--- config.mk ---
export PLATFORM = sky130hd
export DESIGN_NAME = row_loader
export DESIGN_NICKNAME = d
export VERILOG_FILES = /design/src/rtl/row_loader.sv
export SDC_FILE = /design/constraint.sdc
export NUM_CORES = 1
export LEC_CHECK = 0
export CAP_MARGIN = 20
export CORE_ASPECT_RATIO = 0.8
export CORE_MARGIN = 10
export CORE_UTILIZATION = 31
export CTS_CLUSTER_SIZE = 30
export DETAILED_ROUTE_END_ITERATION = 16
export RECOVER_POWER = 25
export SYNTH_ARGS = -nofsm -noshare
export SYNTH_HDL_FRONTEND = slang
export SYNTH_SLANG_ARGS = --single-unit
export TNS_END_PERCENT = 5
--- constraint.sdc ---
create_clock -name clk -period 4.1 [get_ports clk]
set_clock_uncertainty 0.2 [all_clocks]
set_input_delay 0.615 -clock clk [delete_from_list [all_inputs] [get_ports clk]]
set_output_delay 0.615 -clock clk [all_outputs]
set_load 0.03 [all_outputs]
--- src/rtl/row_loader.sv ---
// row_loader
//
// Receives framed row packets from a byte stream (typically a UART receiver)
// and commits each validated row into an external framebuffer.
//
// Packet: SYNC, ROW, P0 .. P(COLS-1), CHK  with  CHK = ROW ^ P0 ^ ... ^ P(COLS-1)
//
// Pixels are staged in a local row buffer. The framebuffer is written only
// after the checksum matches, so a corrupted packet never disturbs it.
//
// Ports
//   clk         rising-edge clock
//   reset       asynchronous, active-high reset
//   data        received byte, meaningful only while data_ready=1
//   data_ready  one-cycle strobe marking a new byte on data
//   wr_en       framebuffer write strobe (one write per cycle while committing)
//   wr_addr     framebuffer address row*COLS+col; holds its value while wr_en=0
//   wr_data     framebuffer write data; holds its value while wr_en=0
//   frame_done  pulse together with the last write of row ROWS-1
//   err         pulse when a packet is rejected (row out of range or bad checksum)
//   overrun     pulse when a byte arrived during a commit and was dropped
//   busy        high whenever the loader is not hunting for SYNC
module row_loader #(
  parameter int         ROWS = 8,
  parameter int         COLS = 8,
  parameter logic [7:0] SYNC = 8'hA5,
  localparam int        AW   = $clog2(ROWS * COLS)
) (
  input  logic          clk,
  input  logic          reset,
  input  logic [7:0]    data,
  input  logic          data_ready,
  output logic          wr_en,
  output logic [AW-1:0] wr_addr,
  output logic [7:0]    wr_data,
  output logic          frame_done,
  output logic          err,
  output logic          overrun,
  output logic          busy
);

  localparam int RW = (ROWS > 1) ? $clog2(ROWS) : 1;
  localparam int CW = $clog2(COLS + 1);
  localparam int IW = (COLS > 1) ? $clog2(COLS) : 1;

  localparam logic [CW-1:0] LAST_COL = CW'(COLS - 1);
  localparam logic [RW-1:0] LAST_ROW = RW'(ROWS - 1);

  typedef enum logic [2:0] {
    S_HUNT,
    S_ROW,
    S_PIX,
    S_CHK,
    S_COMMIT
  } state_t;

  state_t        state;
  logic [RW-1:0] row_idx;
  logic [7:0]    csum;
  logic [CW-1:0] col;
  logic [7:0]    buffer [COLS];
  logic [IW-1:0] col_idx;

  assign col_idx = col[IW-1:0];
  assign busy    = (state != S_HUNT);

  function automatic logic [AW-1:0] fb_addr(input logic [RW-1:0] r, input logic [IW-1:0] c);
    return AW'(r) * AW'(COLS) + AW'(c);
  endfunction

  // ---- stage: pixel staging buffer (data only, no reset) ----
  always_ff @(posedge clk) begin
    if (state == S_PIX && data_ready)
      buffer[col_idx] <= data;
  end

  // ---- stage: packet parser and framebuffer commit ----
  always_ff @(posedge clk or posedge reset) begin
    if (reset) begin
      state      <= S_HUNT;
      row_idx    <= '0;
      csum       <= '0;
      col        <= '0;
      wr_en      <= 1'b0;
      wr_addr    <= '0;
      wr_data    <= '0;
      frame_done <= 1'b0;
      err        <= 1'b0;
      overrun    <= 1'b0;
    end else begin
      wr_en      <= 1'b0;
      frame_done <= 1'b0;
      err        <= 1'b0;
      overrun    <= 1'b0;

      case (state)
        S_HUNT: begin
          if (data_ready && data == SYNC)
            state <= S_ROW;
        end

        S_ROW: begin
          if (data_ready) begin
            if (int'(data) < ROWS) begin
              row_idx <= data[RW-1:0];
              csum    <= data;
              col     <= '0;
              state   <= S_PIX;
            end else begin
              err   <= 1'b1;
              state <= S_HUNT;
            end
          end
        end

        S_PIX: begin
          if (data_ready) begin
            csum <= csum ^ data;
            col  <= col + CW'(1);
            if (col == LAST_COL)
              state <= S_CHK;
          end
        end

        S_CHK: begin
          if (data_ready) begin
            if (data == csum) begin
              // Column 0 is issued on the accepting edge so the first write
              // lands the cycle after the CHK byte; col then points at column 1.
              wr_en   <= 1'b1;
              wr_addr <= fb_addr(row_idx, {IW{1'b0}});
              wr_data <= buffer[{IW{1'b0}}];
              col     <= CW'(1);
              if (LAST_COL == '0) begin
                frame_done <= (row_idx == LAST_ROW);
                state      <= S_HUNT;
              end else begin
                state <= S_COMMIT;
              end
            end else begin
              err   <= 1'b1;
              state <= S_HUNT;
            end
          end
        end

        S_COMMIT: begin
          // Incoming bytes are dropped here; the commit is never stalled.
          overrun <= data_ready;
          wr_en   <= 1'b1;
          wr_addr <= fb_addr(row_idx, col_idx);
          wr_data <= buffer[col_idx];
          col     <= col + CW'(1);
          if (col == LAST_COL) begin
            frame_done <= (row_idx == LAST_ROW);
            state      <= S_HUNT;
          end
        end

        default: state <= S_HUNT;
      endcase
    end
  end

endmodule

* After elaboration in Yosys (flattened, before gate mapping) *
Memory sizes are Yosys's and may differ from the RTL's.
Cells that the tools add are included.

word-level totals
  register bits after elaboration = 36
  latch bits = 0
  memory bits (writable) = 64
  bits in read-only memories = 0
  input port bits = 11
  output and inout port bits = 19
  memories kept = 1

cells by class
  $add $sub $neg = 2
  multipliers = 0
  div/mod/pow operators = 0
  $lt $le $gt $ge = 1
  eq/ne operators = 16
  shift-type cells = 0
  mux-type cells = 38
  bitwise gates (word level) = 1
  reductions and logical operators = 12

memory list
  name    words  width  read ports  clocked after Yosys merged registers in  write ports  RTL line  text
  buffer  8      8      2           0                                        1            61        logic [7:0] buffer [COLS];

operators with widths
  operator                                                     count
  two-way mux 8 bit                                            5
  case mux 8 bit (2 select lines)                              2
  two-way mux 3 bit                                            7
  two-way mux 4 bit                                            5
  case mux 4 bit (4 select lines)                              1
  case mux 3 bit (5 select lines)                              1
  != test 2 bit (second input constant)                        7
  two-way mux 6 bit                                            2
  case mux 6 bit (2 select lines)                              1
  AND reduction 6 bit                                          2
  two-way mux 1 bit                                            11
  == test 8 bit                                                1
  == test 8 bit (second input constant)                        1
  less-than comparator 8 x 4 -> 1 bit (second input constant)  1
  XOR 8 bit                                                    1
  adder 6 x 3 -> 6 bit                                         1
  == test 3 x 2 -> 1 bit (second input constant)               2
  == test 3 bit (second input constant)                        2
  AND reduction 3 bit                                          2
  adder 4 x 1 -> 4 bit (second input constant)                 1
  == test 4 x 3 -> 1 bit (second input constant)               1
  case mux 1 bit (2 select lines)                              2
  AND reduction 4 bit                                          1
  nonzero test 2 bit                                           2
  7 further kinds                                              8

* Longest topological paths before layout *
Gate-level depths: netlist of the first run.

  depth after elaboration = 4
  gate-level depth with buffers = 7
  mapped depth without buffers = 5

* Worst setup path before layout of the first run *
Ideal clock, no wire load.

  path kind = register to register
  start = reg state[0]
  end = mem buffer[3][0] (enable)
  data arrival time = 1815 ps
  required time = 3515 ps
  setup slack = 1699 ps
  cell stages (with the launch flop) = 6
  cell sequence = dfrtp_1 > buf_2 > nor3b_2 > buf_2 > nand2_1 > nor3b_1

between the ends
  word-level cells in the longest chain between the ends = 4

ends and longest elaborated chain
  element                                  RTL line  text
  start: declaration                       57        state_t state;
  start signal: assignment                 80        state <= S_HUNT;
  start signal: assignment                 99        state <= S_ROW;
  start signal: assignment                 108       state <= S_PIX;
  == test 3 x 2 -> 1 bit                   73        if (state == S_PIX && data_ready)
  logical AND 1 bit                        73
  two-way mux 1 bit                        73
  two-way mux 1 bit (not written as such)  74        buffer[col_idx] <= data;
  end: declaration                         61

Every way passes these cells.

* Final worst setup path of the first run *
  start = in data[2]
  end = reg wr_addr[5]

between the ends
  word-level cells in the longest chain between the ends = 3

ends and longest elaborated chain
  element                               RTL line  text
  start: declaration                    31        input logic [7:0] data,
  == test 8 bit                         127       if (data == csum) begin
  != test 2 bit (no source line)        n/a
  AND reduction 3 bit (no source line)  n/a
  end signal: assignment                131       wr_addr <= fb_addr(row_idx, {IW{1'b0}});
  end signal: assignment                151       wr_addr <= fb_addr(row_idx, col_idx);
  end: declaration                      34        output logic [AW-1:0] wr_addr,

Every way passes these cells.
A chain may end at the register's enable or synchronous reset.

==> Flow_metrics.wiki, run 1 <==
{| class="wikitable"
! Metric !! Value
|-
| Post-Place Worst Slack || 0.924 ns
|-
| Worst Hold Class || reg -> reg
|-
| Number of sinks handled by clock tree synthesis || 100
|-
| Overflow left after global routing || 0
|-
| CP arrival || 3.21 ns
|-
| Unrepaired setup endpoints after global routing || false
|-
| Total global-route track usage || 0.114
|-
| VDD IR-drop max || 0.318 mV
|-
| Count of endpoints failing setup in the final report || 0
|-
| Violations in the final reports || max-capacitance violations, max-slew violations
|-
| Mean area per synthesized cell || 13.0 um^2
|-
| Dominant combinational cell family by area after synthesis || compound AO/OA/AOI/OAI gates
|-
| Share of synthesized cell area in and, or, nand and nor gates || 0.119
|-
| Number of antenna violations at the first check in global routing || 0
|-
| First-pass GRT wire length || 17200 um
|-
| DRC violation count after routing || 0
|-
| Library cells used by synthesis || 48
|-
| Count of pins on the block boundary || 30
|-
| Number of CTS-inserted buffers || 9
|-
| Least setup slack across all paths after layout || 0.926 ns
|-
| Post-synthesis to final-layout area growth || 19.1%
|-
| Time the worst path needs with I/O delays and setup || 3.17 ns
|-
| Vias after detailed routing || 2852
|-
| Cell with the largest stage delay on the worst path || dlygate4sd3_1
|-
| Wirelength, routed || 10800 um
|-
| Maximum clock frequency || 315 MHz
|-
| Placer congestion estimate || 0.843
|-
| Worst-Margin Slew || 2.09 ns
|-
| Number of enable flip-flop cells after synthesis || 64
|-
| Clock latency on the worst-skew pair || 0.35 ns
|-
| Most frequently used flop master after synthesis || edfxtp_1
|-
| Std-Cell Rows || 38
|-
| Setup bufs post-CTS || 0
|-
| Number of buffer and inverter stages on the critical path || 3
|-
| Number of max-capacitance violations reported || 1
|-
| Post-detail-place hpwl || 7570 um
|-
| Sum Neg Setup Slack || 0 ns
|-
| Width of the chip || 152 um
|-
| Max incr delay on CP || 0.52 ns
|-
| Final-report hold violation count || 0
|-
| Initial cell density of the core || 0.318
|-
| Critical Path, Cell by Cell || dlygate4sd3_1, clkbuf_1, xnor2_1, nand4_1, nor4_4, buf_4, or2_4, mux2_2
|-
| Floorplan die area || 19100 um^2
|-
| Cts repair resizes || 0
|-
| Net count of the finished layout || 386
|-
| Post-synthesis compound-gate area fraction || 0.119
|-
| Clock Tree Root || clkbuf_16
|-
| Final critical-path share of the clock period || 0.774
|-
| Number of global-route vias before repair || 2888
|-
| Clk slew on worst S/H paths || 0.06 ns
|-
| Beginning of the critical path || data[2]
|-
| Synth Area in Adders || 0.00290
|-
| Number of register bits inferred by synthesis || 100
|-
| CTS tree || done
|-
| Final Slew Violations || 37
|-
| Detailed Routing Iterations Pass 1 || 4
|-
| Delay-heaviest family, CP || buffers and inverters
|-
| XOR/XNOR share of the synthesized area || 0.0142
|-
| Element type at the critical path start || primary input
|-
| Largest fanout on the critical path || 14
|-
| Result of the run || finished, violations left
|-
| Post-synthesis mux area share || 0.0620
|-
| Leakage power of the design || 1.84 nW
|-
| Crit path required time || 4.13 ns
|-
| Iteration-0 DRC Markers || 268
|-
| Die extent in y || 126 um
|-
| Crit path kind || in -> reg
|-
| Final antenna-violating net count || 0
|-
| Detailed-route vias per instance || 5.10
|-
| Asr flop ratio synth || 0.360
|-
| Number of hold-repair buffers added at the cts stage || 0
|-
| Buffers from clock root to sink, at most || 2
|-
| Reg-to-reg critical path startpoint || state[1]$_DFFE_PP0P_
|-
| Slew HR || -0.395
|-
| Power density cells || 591 nW/um^2
|-
| Average wire per standard cell || 19.3 um
|-
| Share of layout cells above drive strength 1 || 0.111
|-
| Yosys synthesis warning count || 0
|-
| Number of H-tree levels || 3
|-
| Pin count of the biggest net entering global routing || 37
|-
| Port Buf Inserts || 29
|-
| Mapped cell area || 4320 um^2
|-
| Sequential-to-total area share from yosys stat || 0.654
|-
| Kind of end point of the critical path || flop
|-
| Standard cell core area || 13600 um^2
|-
| Fill cell count || 1328
|-
| Worst min-delay path startpoint || wr_data[1]$_DFFE_PP0P_
|-
| Net count after synthesis || 345
|-
| Post-Synthesis Cells || 333
|-
| Antenna Diode Count || 0
|}
-- worst paths after layout --
check	endpoint	slack [ns]	cells after the start
worst max-delay path	wr_addr[5]$_DFFE_PP0P_	0.93	8
worst min register to register	wr_data[1]$_DFFE_PP0P_	0.31	1
worst max register to register	buffer[1][3]$_DFFE_PP_	1.34	4
min in group asynchronous	csum[7]$_DFFE_PP0P_	1.26	3
worst min-delay path	wr_data[1]$_DFFE_PP0P_	0.31	1
max in group asynchronous	wr_addr[0]$_DFFE_PP0P_	1.24	3
-- layer usage --
metal / track usage / wire length (um)
met1: 0.160 / 4940
met2: 0.161 / 4610
met3: 0.0380 / 1100
met4: 0.0390 / 159
met5: 0 / 0
-- per-stage QoR --
step	hold WS, ns	total power, W	instance area, um^2	util	std cells
2_1_floorplan	0.282	0.00191	4320	-	333
3_3_place_gp	0.301	0.00227	4890	0.359	543
3_5_place_dp	0.293	0.00227	4890	0.359	543
4_1_cts	0.308	0.00306	5160	0.379	559
5_1_grt	0.339	0.00320	5140	0.378	559
6_report	0.305	0.00304	5140	0.378	559
-- logic make-up (layout without fill, tap and decap cells) --
kind of cell             after synthesis  count (layout)
AO/OA/AOI/OAI                         78              78
XOR/XNOR                               7               7
adder cells (fa/ha/maj)                1               1
buffers and inverters                 26              72
flip-flops                           100             100
multiplexers                          25              25
AND/OR/NAND/NOR                       96              96
-- registers in the layout, indices dropped and copies added, names as in the netlist --
register	cells
wr_en	1
row_idx	3
wr_data	8
frame_done	1
wr_addr	6
state	3
buffer	64
csum	8
col	4
err	1
overrun	1
-- layout by cell type, fill, tap and decap left out, types with 5 or more instances in the layout --
cell type	instances
edfxtp_1	64
dfrtp_1	36
nand2_1	26
clkdlybuf4s50_1	25
o21ai_0	19
a21oi_1	18
mux2i_1	17
buf_4	14
nor3_1	13
nor2_1	12
nand3_1	11
nand2b_1	9
inv_1	9
clkbuf_16	9
a22oi_1	8
xnor2_1	7
mux2_2	6
o2bb2ai_1	6
and2_1	5
o221ai_1	5
o21a_1	5
clkbuf_1	5
-- report_power, final --
part,internal (W),switching [W]
clock network,0.000423,0.000358
registers,0.00116,0.000101
logic,0.000391,0.000602
-- layout make-up --
| type | count | area (um^2) | area share |
|---|---|---|---|
| multi-input combinational | 207 | 1380 | 0.268 |
| sequential | 100 | 2820 | 0.549 |
| timing repair buffer | 47 | 410 | 0.0798 |
| clock inverter | 5 | 27.5 | 0.00535 |
| tap | 180 | 225 | 0.0438 |
| inverter | 9 | 33.8 | 0.00657 |
| clock buffer | 11 | 243 | 0.0472 |
-- cells in the mapped netlist (4+ instances only) --
| cell | count | area [um^2] |
|---|---|---|
| a21oi_1 | 18 | 90.1 |
| a22oi_1 | 8 | 60.1 |
| and2_1 | 5 | 31.3 |
| buf_2 | 11 | 55.1 |
| dfrtp_1 | 36 | 901 |
| edfxtp_1 | 64 | 1920 |
| inv_1 | 9 | 33.8 |
| mux2_2 | 6 | 67.6 |
| mux2i_1 | 17 | 170 |
| nand2_1 | 26 | 97.6 |
| nand2b_1 | 9 | 56.3 |
| nand3_1 | 11 | 55.1 |
| nor2_1 | 12 | 45.0 |
| nor2b_1 | 4 | 25.0 |
| nor3_1 | 14 | 70.1 |
| o21a_1 | 5 | 37.5 |
| o21ai_0 | 19 | 95.1 |
| o221ai_1 | 5 | 43.8 |
| o2bb2ai_1 | 6 | 52.6 |
| xnor2_1 | 7 | 61.3 |
(Power assumes the default switching activity.)
==> run 2: changes to the inputs <==
clock period = 2.7 ns   (was 4.1 ns; I/O delays follow)
==> run 2 against run 1 <==
The flow now finishes without violations. Combinational power rose by 61%. Design area rose by 3.9%. Via count rose by 3.3%. Power rose by 57%. Die area did not move. Sequential share of layout area fell by 2.1 points. Sequential power rose by 50%. Critical endpoint is now col[2]$_DFFE_PP0P_.
==> Flow_metrics.wiki, run 2 (same netlist as run 1, synthesis figures left out) <==
{| class="wikitable"
! Metric !! Value
|-
| VDD IR-drop max || 0.487 mV (was 0.318 mV)
|-
| Slew HR || 0.347 (was -0.395)
|-
| Detailed-route vias per instance || 5.05 (was 5.10)
|-
| Gate power share || 0.337 (was 0.327)
|-
| Post-detail-place hpwl || 7940 um (was 7570 um)
|-
| Relative contribution of the clock network to total power || 0.266 (was 0.257)
|-
| Least setup slack across all paths after layout || 0.222 ns (was 0.926 ns)
|-
| Fill cell count || 1331 (was 1328)
|-
| Largest fanout on the critical path || 12 (was 14)
|-
| Total global-route track usage || 0.115 (was 0.114)
|-
| Post-Route Hold Slack || 0.296 ns (was 0.305 ns)
|-
| Final-report hold violation count || 0 (unchanged)
|-
| Worst-Margin Slew || 0.979 ns (was 2.09 ns)
|-
| Setup bufs post-CTS || 0 (unchanged)
|-
| Most frequent cells in the layout || edfxtp_1, buf_4, dfrtp_1 (was edfxtp_1, dfrtp_1, nand2_1)
|-
| Number of sinks handled by clock tree synthesis || 100 (unchanged)
|-
| Average wire per standard cell || 18.9 um (was 19.3 um)
|-
| Biggest registers after layout || buffer (64), csum (8), wr_data (8) (unchanged)
|-
| Iteration-0 DRC Markers || 220 (was 268)
|-
| Antenna Diode Count || 0 (unchanged)
|-
| Clock latency on the worst-skew pair || 0.34 ns (was 0.35 ns)
|-
| Leading cell type in the layout, fill and taps excluded || edfxtp_1 (unchanged)
|-
| CTS tree || done (unchanged)
|-
| Number of placed cells counting well taps || 567 (was 543)
|-
| Count of pins on the block boundary || 30 (unchanged)
|-
| Wirelength, routed || 11000 um (was 10800 um)
|-
| Filler-free cell count of the finished design || 583 (was 559)
|-
| Number of CTS-inserted buffers || 9 (unchanged)
|-
| Port Buf Inserts || 29 (unchanged)
|-
| Kind of end point of the critical path || flop (unchanged)
|-
| Cell-internal power || 0.00315 W (was 0.00198 W)
|-
| Result of the run || finished, final reports clean (was finished, violations left)
|-
| Final antenna-violating net count || 0 (unchanged)
|-
| Leakage power of the design || 1.99 nW (was 1.84 nW)
|-
| Die extent in y || 126 um (unchanged)
|-
| Total power || 0.00476 W (was 0.00304 W)
|-
| Maximum clock frequency || 403 MHz
|-
| Number of antenna violations at the first check in global routing || 0 (unchanged)
|-
| Register bank with the most flops || buffer (unchanged)
|-
| Post-route standard cell area excluding fillers || 5350 um^2 (was 5140 um^2)
|-
| Initial cell density of the core || 0.318 (unchanged)
|-
| Clk slew on worst S/H paths || 0.06 ns (about the same)
|-
| Final Slew Violations || 0 (was 37)
|-
| Number of hold-repair buffers added at the cts stage || 0 (unchanged)
|-
| Buffers from clock root to sink, at most || 2 (unchanged)
|-
| Sequential share of power || 0.397 (was 0.416)
|-
| Max FFs per register || 64 (unchanged)
|-
| Standard cell core area || 13600 um^2 (unchanged)
|-
| Final critical-path share of the clock period || 0.918
|-
| Width of the chip || 152 um (unchanged)
|-
| Placer congestion estimate || 0.830 (was 0.843)
|-
| Number of global-route vias before repair || 3015 (was 2888)
|-
| Cts repair resizes || 0 (unchanged)
|-
| Area taken by multi-input logic gates || 1380 um^2 (about the same)
|-
| Area taken by flip-flops and latches || 2820 um^2 (unchanged)
|-
| Time the worst path needs with I/O delays and setup || 2.48 ns
|-
| First-pass GRT wire length || 17300 um (was 17200 um)
|-
| Std-Cell Rows || 38 (unchanged)
|-
| Count of endpoints failing setup in the final report || 0 (unchanged)
|-
| DRC violation count after routing || 0 (unchanged)
|-
| Number of H-tree levels || 3 (unchanged)
|-
| Net switching power || 0.00162 W (was 0.00106 W)
|-
| Post-synthesis to final-layout area growth || 23.8% (was 19.1%)
|-
| Detailed Routing Iterations Pass 1 || 4 (unchanged)
|-
| Power density cells || 891 nW/um^2 (was 591 nW/um^2)
|-
| Vias after detailed routing || 2946 (was 2852)
|-
| Switching power as a share of total power || 0.340 (was 0.349)
|-
| Net count of the finished layout || 410 (was 386)
|-
| Unrepaired setup endpoints after global routing || false (unchanged)
|-
| Element type at the critical path start || primary input (unchanged)
|-
| Clock Tree Root || clkbuf_16 (unchanged)
|-
| CP arrival || 2.50 ns (was 3.21 ns)
|-
| Worst Hold Class || reg -> reg (unchanged)
|-
| Post-Place Cell Area || 5060 um^2 (was 4890 um^2)
|-
| Floorplan die area || 19100 um^2 (unchanged)
|-
| Crit path required time || 2.72 ns (was 4.13 ns)
|-
| Crit path kind || in -> reg (unchanged)
|-
| Number of max-capacitance violations reported || 0 (was 1)
|-
| Overflow left after global routing || 0 (unchanged)
|-
| Share of layout cells above drive strength 1 || 0.169 (was 0.111)
|-
| Post-Place Worst Slack || -0.0852 ns (was 0.924 ns)
|-
| Pin count of the biggest net entering global routing || 37 (unchanged)
|}
## run 2: cell types whose count changed in the layout (fill, tap and decap cells not counted), sizes merged
| cell | change |
|---|---|
| buf | +25 |
| clkdlybuf4s50 | +1 |
| clkinvlp | -1 |
| dlygate4sd3 | -1 |
| clkbuf | -2 |
| inv | +1 |
| bufinv | +1 |
## run 2: metrics by stage
step                      setup TNS (ns)   util
after detailed placement          -0.447  0.372
after global placement            -0.544  0.372
after floorplan                        0      -
after global routing                   0  0.393
final                                  0  0.393
after CTS                              0  0.394
## run 2: critical path, stage by stage
cell	delay (ns)
clkdlybuf4s50_1	0.50
clkbuf_1	0.42
nor3_1	0.14
and2_1	0.19
and3_1	0.26
a211oi_2	0.36
o2bb2ai_1	0.22
## run 2: layout make-up
| type | instances | share of cell area |
|---|---|---|
| clock buffers | 10 | 0.0428 |
| inverters | 9 | 0.00632 |
| repair buffers | 71 | 0.111 |
| flip-flops and latches | 100 | 0.528 |
| clock inverters | 6 | 0.0119 |
| multi-input cells | 207 | 0.257 |
| well taps | 180 | 0.0421 |
## run 2: power by group through the flow
stage | combinational [W] | clock, W | sequential [W]
6_report | 0.00160 | 0.00127 | 0.00189
2_1_floorplan | 0.000840 | 0 | 0.00207
3_5_place_dp | 0.00160 | 0 | 0.00192
3_3_place_gp | 0.00159 | 0 | 0.00191
4_1_cts | 0.00162 | 0.00129 | 0.00189
5_1_grt | 0.00174 | 0.00136 | 0.00191
## run 2: worst paths after layout
kind                                        startpoint  slack (ns)                      to  cells past startpoint
worst min register to register  wr_data[5]$_DFFE_PP0P_        0.30  wr_data[5]$_DFFE_PP0P_                      1
max in group asynchronous                        reset        1.09     csum[1]$_DFFE_PP0P_                      3
worst max-delay path                           data[3]        0.22      col[2]$_DFFE_PP0P_                      7
worst min-delay path            wr_data[5]$_DFFE_PP0P_        0.30  wr_data[5]$_DFFE_PP0P_                      1
worst max register to register     csum[5]$_DFFE_PP0P_        0.42  wr_addr[5]$_DFFE_PP0P_                      6
min in group asynchronous                        reset        0.60     csum[7]$_DFFE_PP0P_                      3
## run 2: metal layers
| metal | track usage | share of wire | vias up |
|---|---|---|---|
| met5 | 0 | 0 | - |
| met4 | 0.0237 | 0.0056 | 0 |
| met3 | 0.0329 | 0.069 | 7 |
| met2 | 0.162 | 0.43 | 88 |
| met1 | 0.169 | 0.49 | 1467 |
| li1 | - | - | 1384 |
